<file path="src/rtl/mont_pkg.sv">
// Shared types and constants for the bit-serial Montgomery multiplier.
package mont_pkg;

  localparam int unsigned WIDTH_DEF = 32;

  typedef enum logic [1:0] {
    IDLE  = 2'd0,
    CALC  = 2'd1,
    FINAL = 2'd2
  } state_t;

  // Counter must be able to represent WIDTH itself.
  function automatic int unsigned cnt_width(input int unsigned width);
    return $clog2(width + 1);
  endfunction

endpackage

</file>
<file path="src/rtl/mont_step.sv">
// One radix-2 Montgomery iteration: S' = (S + a_i*B + q*N) / 2, q chosen to make the sum even.
module mont_step
  import mont_pkg::*;
#(
  parameter int unsigned WIDTH = WIDTH_DEF
) (
  input  logic [WIDTH+1:0] s,
  input  logic             a_bit,
  input  logic [WIDTH-1:0] b,
  input  logic [WIDTH-1:0] n,
  output logic [WIDTH+1:0] s_next_c
);

  localparam int unsigned SW = WIDTH + 2;

  logic [SW-1:0] sum_ab_c;

  assign sum_ab_c = s + (a_bit ? {2'b00, b} : '0);

  // One guard bit on the final add so the halving never loses a carry.
  assign s_next_c = SW'(({1'b0, sum_ab_c} + (sum_ab_c[0] ? {3'b000, n} : '0)) >> 1);

endmodule

</file>
<file path="src/rtl/mont_mul_w.sv">
// Bit-serial Montgomery multiplier: Z = A*B*2^-WIDTH mod N in WIDTH+1 cycles after start.
// Define MONT_OPERAND_CHECK_EN to reject even N or A/B >= N with err.
module mont_mul_w
  import mont_pkg::*;
#(
  parameter int unsigned WIDTH = WIDTH_DEF
) (
  input  logic             clk,
  input  logic             rstn,
  input  logic             start,
  input  logic [WIDTH-1:0] A,
  input  logic [WIDTH-1:0] B,
  input  logic [WIDTH-1:0] N,
  output logic [WIDTH-1:0] Z,
  output logic             busy,
  output logic             module_end,
  output logic             err
);

  localparam int unsigned CNT_W = cnt_width(WIDTH);
  localparam int unsigned SW    = WIDTH + 2;

  state_t           state;
  logic [WIDTH-1:0] a_q;
  logic [WIDTH-1:0] b_q;
  logic [WIDTH-1:0] n_q;
  logic [SW-1:0]    s_q;
  logic [CNT_W-1:0] cnt_q;
  logic [SW-1:0]    s_next_c;
  logic [SW-1:0]    n_ext_c;
  logic [WIDTH-1:0] z_final_c;

  mont_step #(.WIDTH(WIDTH)) u_step (
    .s        (s_q),
    .a_bit    (a_q[0]),
    .b        (b_q),
    .n        (n_q),
    .s_next_c (s_next_c)
  );

  // Final conditional subtraction brings S from [0, 2N) into [0, N).
  assign n_ext_c   = {2'b00, n_q};
  assign z_final_c = WIDTH'((s_q >= n_ext_c) ? (s_q - n_ext_c) : s_q);

`ifdef MONT_OPERAND_CHECK_EN
  logic op_bad_c;
  logic bad_q;
  logic err_q;

  assign op_bad_c = ~N[0] | (A >= N) | (B >= N);
  assign err      = err_q;
`else
  assign err = 1'b0;
`endif

  always_ff @(posedge clk or negedge rstn) begin
    if (!rstn) begin
      state      <= IDLE;
      a_q        <= '0;
      b_q        <= '0;
      n_q        <= '0;
      s_q        <= '0;
      cnt_q      <= '0;
      Z          <= '0;
      busy       <= 1'b0;
      module_end <= 1'b0;
`ifdef MONT_OPERAND_CHECK_EN
      bad_q      <= 1'b0;
      err_q      <= 1'b0;
`endif
    end else begin
      module_end <= 1'b0;
      case (state)
        IDLE: begin
          if (start) begin
            a_q   <= A;
            b_q   <= B;
            n_q   <= N;
            s_q   <= '0;
            cnt_q <= '0;
            busy  <= 1'b1;
            state <= CALC;
`ifdef MONT_OPERAND_CHECK_EN
            err_q <= 1'b0;
            bad_q <= op_bad_c;
            if (op_bad_c) state <= FINAL;
`endif
          end
        end
        // A is consumed LSB first by shifting the latched copy.
        CALC: begin
          s_q   <= s_next_c;
          a_q   <= a_q >> 1;
          cnt_q <= cnt_q + CNT_W'(1);
          if (cnt_q == CNT_W'(WIDTH - 1)) state <= FINAL;
        end
        FINAL: begin
          busy       <= 1'b0;
          module_end <= 1'b1;
          state      <= IDLE;
`ifdef MONT_OPERAND_CHECK_EN
          if (bad_q) begin
            Z     <= '0;
            err_q <= 1'b1;
          end else begin
            Z <= z_final_c;
          end
`else
          Z <= z_final_c;
`endif
        end
        default: state <= IDLE;
      endcase
    end
  end

endmodule
</file>
<file path="config.mk">
export PLATFORM = sky130hd
export DESIGN_NAME = mont_mul_w
export DESIGN_NICKNAME = d
export VERILOG_FILES = /design/src/rtl/mont_pkg.sv /design/src/rtl/mont_step.sv /design/src/rtl/mont_mul_w.sv
export SDC_FILE = /design/constraint.sdc
export NUM_CORES = 1
export LEC_CHECK = 0
export CAP_MARGIN = 30
export CORE_AREA = 5 5 160 162
export DETAILED_ROUTE_END_ITERATION = 8
export DIE_AREA = 0 0 165 167
export GPL_ROUTABILITY_DRIVEN = 1
export PLACE_DENSITY = 0.75
export SKIP_CTS_REPAIR_TIMING = 1
export SYNTH_ARGS = -nofsm -noshare
export SYNTH_HDL_FRONTEND = slang
export SYNTH_SLANG_ARGS = --single-unit
export TNS_END_PERCENT = 10
</file>
<file path="constraint.sdc">
create_clock -name clk -period 4.35 [get_ports clk]
set_input_delay 0.87 -clock clk [delete_from_list [all_inputs] [get_ports clk]]
set_output_delay 0.87 -clock clk [all_outputs]
set_load 0.05 [all_outputs]
</file>
==> results.cfg, run 1 <==
[sta]
rsz0062_at_grt = true
tightest_slew_ns = 0.914
slew_viol_final = 0
finalHoldViolCount = 0
layout_setup_ws_ns = -0.100
worst_clock_skew_ns = 0.0164
fmax_mhz = 225
final-setup-viol-count = 4
period_minus_slack_ns = 4.45
post-route-period-util_pct = 102
relSlewSlack_pct = 39.0
whs_ns = 0.472
fin_tns_setup_ns = -0.176

[global_route]
track_usage_pct = 24.4
grt_pass1_vias = 10900
grt_pass1_wl_um = 54500
antenna_found_initial = 0
overflow = 0
grt_max_degree = 129

[clock_network]
root_buffer = clkbuf_16
ctsLongestPathBuffers = 2
clock_latency_ns = 0.45
cts_max_level = 4
cts_tree = done
cts_buffers = 17
clk_pin_slew_ns = 0.08
clock-sinks = 172

[detailed_routing]
routed_via_density = 5.59
drt_iter0_markers = 704
antenna_left = 0
drt_wl_total_um = 34500
wl_met3_um = 2110
drt-pass1-iter-count = 5
vias = 11200
routedWlPerCell_um = 17.3
met2_length_um = 16300
wl_met1_um = 15500
top_layer = met4
drc = 0

[pwr]
combPwrFrac_pct = 71.3
total_power_mw = 15.5
internal_power_mw = 8.19
p_switching_mw = 7.30
swShare_pct = 47.1
p_clk_share_pct = 10.7
seqPwrFrac_pct = 18.0
ir_worst_vdd_mv = 0.369
p_leak_nw = 7.25
p_per_area_mw_per_mm2 = 991

[synthesis]
syn_inst = 1434
ys_seq_elements = 172
synth_flop_cell = dfrtp_1
synth_cell_types = 73
yosys.area.top_type = dfrtp_1
async_flop_share_pct = 100
synth-seq-area-share_pct = 35.9
synth_area_leaders = dfrtp_1 (36%), ha_1 (10%), nand2_1 (9.1%), o21ai_0 (4.1%), xnor2_1 (3.7%)
avgSynthCellArea_um2 = 8.36
syn-cell-area_mm2 = 0.0120
synth_nets = 1632
yosysTopAreaCellShare_pct = 35.9
synth_edf_count = 0
ys_warn_count = 0

[cells_and_area]
syn_to_final_growth_pct = 30.5
drive_gt1_share_pct = 15.8
nets = 1857
fin_area_mm2 = 0.0156
diodes = 0

[floorplan]
die-height_um = 167
die_area_mm2 = 0.0276
coreArea_mm2 = 0.0240
rows = 57
die_w_um = 165
start_util_pct = 50.0
io_pins = 134

[worst_hold_path]
min_to = b_q[29]
min-delay-start = b_q[29]
hp-class = register to register
hold_depth = 2

[critical_path]
cp_top_family = compound AO/OA/AOI/OAI gates
slowest_delay_ns = 0.46
ff2ff_setup_slack_ns = -0.10
cp_slowest_cell = dfrtp_2
r2r-end = s_q[30]
path_buf_inv = 3
crit_path_start_kind = register
required_ns = 4.64
end_kind = register
rr_worst_depth = 23
cp.arrival_ns = 4.74
cp_cell_sequence = buf_6 -> and2_4 -> ha_4 -> buf_6 -> o211ai_1 -> a211oi_2 -> o21ai_2 -> a21oi_2 -> a31oi_4 -> o21bai_1 -> buf_4 -> a21o_1 -> nand2_1 -> xnor2_1 -> ha_1 -> a21o_1 -> or2_4 -> a21oi_2 -> nor2_2 -> o21a_1 -> a21oi_2 -> xor2_1 -> o21ai_1
timing.rr.start = a_q[0]
critical_path_class = register to register
path_max_fanout = 6
path_common_cell = a21oi_2

[status]
violations = setup timing
status = complete, but fails checks

[place]
dp.final_hpwl_um = 25500
dpl_cell_area_mm2 = 0.0144
globalplace.congestion = 0.914
dpl_worst_slack_ns = -0.239
io_buffers = 132

[run]
drv_cap = 0
-- worst max-delay path by stage --
stage                     startpoint  endpoint  slack, ns  cells after the start
after detailed placement      a_q[0]   s_q[31]      -0.24                     21
after global placement        a_q[0]   s_q[21]      -0.18                     21
after floorplan               a_q[0]   s_q[31]     -0.001                     21
after CTS                     a_q[0]   s_q[31]      -0.27                     21
final                         a_q[0]   s_q[30]      -0.10                     23
after global routing          a_q[0]   s_q[30]      -0.31                     21
-- layer usage --
metal	up-vias	global-route usage [%]
met5	-	0
met4	0	5.39
met3	55	5.86
met2	292	39.5
met1	5364	33.2
li1	5452	-
-- cell type report --
type	count	area, um2
flip-flops and latches	172	4310
repair buffers	265	2390
inverters	63	236
well taps	324	405
multi-input cells	1140	7660
fillers	2018	8330
clock inverters	14	195
clock buffers	18	439
-- sequential cells by signal, indices dropped and copies added (netlist names) --
register,cells
Z,32
module_end,1
n_q,32
cnt_q,6
s_q,34
state,2
a_q,32
busy,1
b_q,32
-- cell usage after synthesis (3+ instances only) --
| cell type | instances |
|---|---|
| buf_2 | 3 |
| o31ai_1 | 4 |
| nand2b_1 | 13 |
| nor3_1 | 11 |
| nor2_1 | 54 |
| a211oi_1 | 12 |
| nor3b_1 | 4 |
| o31a_1 | 3 |
| ha_1 | 96 |
| nor2b_1 | 9 |
| nand3_1 | 54 |
| a211o_1 | 3 |
| a22oi_1 | 31 |
| clkbuf_1 | 53 |
| mux2i_1 | 25 |
| or2_2 | 4 |
| and2_1 | 66 |
| a31oi_1 | 12 |
| nand2_1 | 289 |
| xor2_1 | 35 |
| o21a_1 | 12 |
| o22ai_1 | 3 |
| o21ai_0 | 97 |
| o211ai_1 | 3 |
| a21oi_1 | 80 |
| inv_1 | 63 |
| fa_1 | 3 |
| nand4_1 | 13 |
| and3_1 | 3 |
| a21o_1 | 28 |
| o21ai_1 | 59 |
| and4_1 | 3 |
| o21bai_1 | 11 |
| a31o_1 | 5 |
| dfrtp_1 | 172 |
| xnor2_1 | 51 |
| a21oi_2 | 3 |
-- per-stage QoR --
stage	utilization [%]	std cells
floorplan	-	1434
global placement	60.2	1947
detailed placement	60.3	1948
CTS	62.9	1980
global route	65.3	1996
finish	65.3	1996
-- power by group through the flow --
stage	Clock, mW	Sequential (mW)	Combinational (mW)
after floorplan	0	3.18	6.28
after global placement	0	2.77	9.93
after detailed placement	0	2.78	10.1
after CTS	1.68	2.76	10.2
after global routing	1.75	2.87	12.0
final	1.66	2.79	11.0
-- placed cells by master (no fill, tap or decap), types with 6 or more instances in the layout --
cell               n
nand2_1          287
dfrtp_1          171
clkdlybuf4s50_1  131
buf_4            123
o21ai_0           90
ha_1              85
inv_1             62
a21oi_1           62
and2_1            61
o21ai_1           57
nand3_1           52
nor2_1            50
xnor2_1           50
xor2_1            35
a22oi_1           31
a21o_1            28
mux2i_1           25
a21oi_2           20
clkbuf_16         17
nand4_1           13
nand2b_1          12
o21a_1            12
nor3_1            11
ha_4              11
o21ai_2           10
o21bai_1          10
a31oi_1           10
a211oi_2           7
nor2b_1            7
buf_6              7
a211oi_1           6
-- worst register-to-register path: stages, from the launching register on --
cell	delay [ns]
dfrtp_2	0.46
buf_6	0.15
and2_4	0.14
ha_4	0.27
buf_6	0.09
o211ai_1	0.14
a211oi_2	0.34
o21ai_2	0.12
a21oi_2	0.24
a31oi_4	0.14
o21bai_1	0.15
buf_4	0.15
a21o_1	0.16
nand2_1	0.08
xnor2_1	0.18
ha_1	0.27
a21o_1	0.20
or2_4	0.26
a21oi_2	0.13
nor2_2	0.08
o21a_1	0.13
a21oi_2	0.16
xor2_1	0.16
o21ai_1	0.08
-- kinds of logic after synthesis --
logic type | count (synthesis) | synth area share [%]
and+or+nand+nor | 532 | 20.2
AOI/OAI and AO/OA | 397 | 21.0
DFF | 172 | 35.9
buffers and inverters | 122 | 3.95
adders and majority gates | 99 | 10.5
xor gates and xnor gates | 86 | 6.29
muxes | 25 | 2.09
other | 1 | 0.0313
Note: power is estimated with default switching activity, not from simulation.
==> inputs of run 2 (changes only) <==
--- a/config.mk
+++ b/config.mk
@@ -10,6 +10,7 @@
 export DETAILED_ROUTE_END_ITERATION = 8
 export DIE_AREA = 0 0 165 167
 export GPL_ROUTABILITY_DRIVEN = 1
+export HOLD_SLACK_MARGIN = 0.02
 export PLACE_DENSITY = 0.75
 export SKIP_CTS_REPAIR_TIMING = 1
 export SYNTH_ARGS = -nofsm -noshare
==> results of run 2 <==
Same layout as run 1: the final DEF is identical, and so are final timing and power.
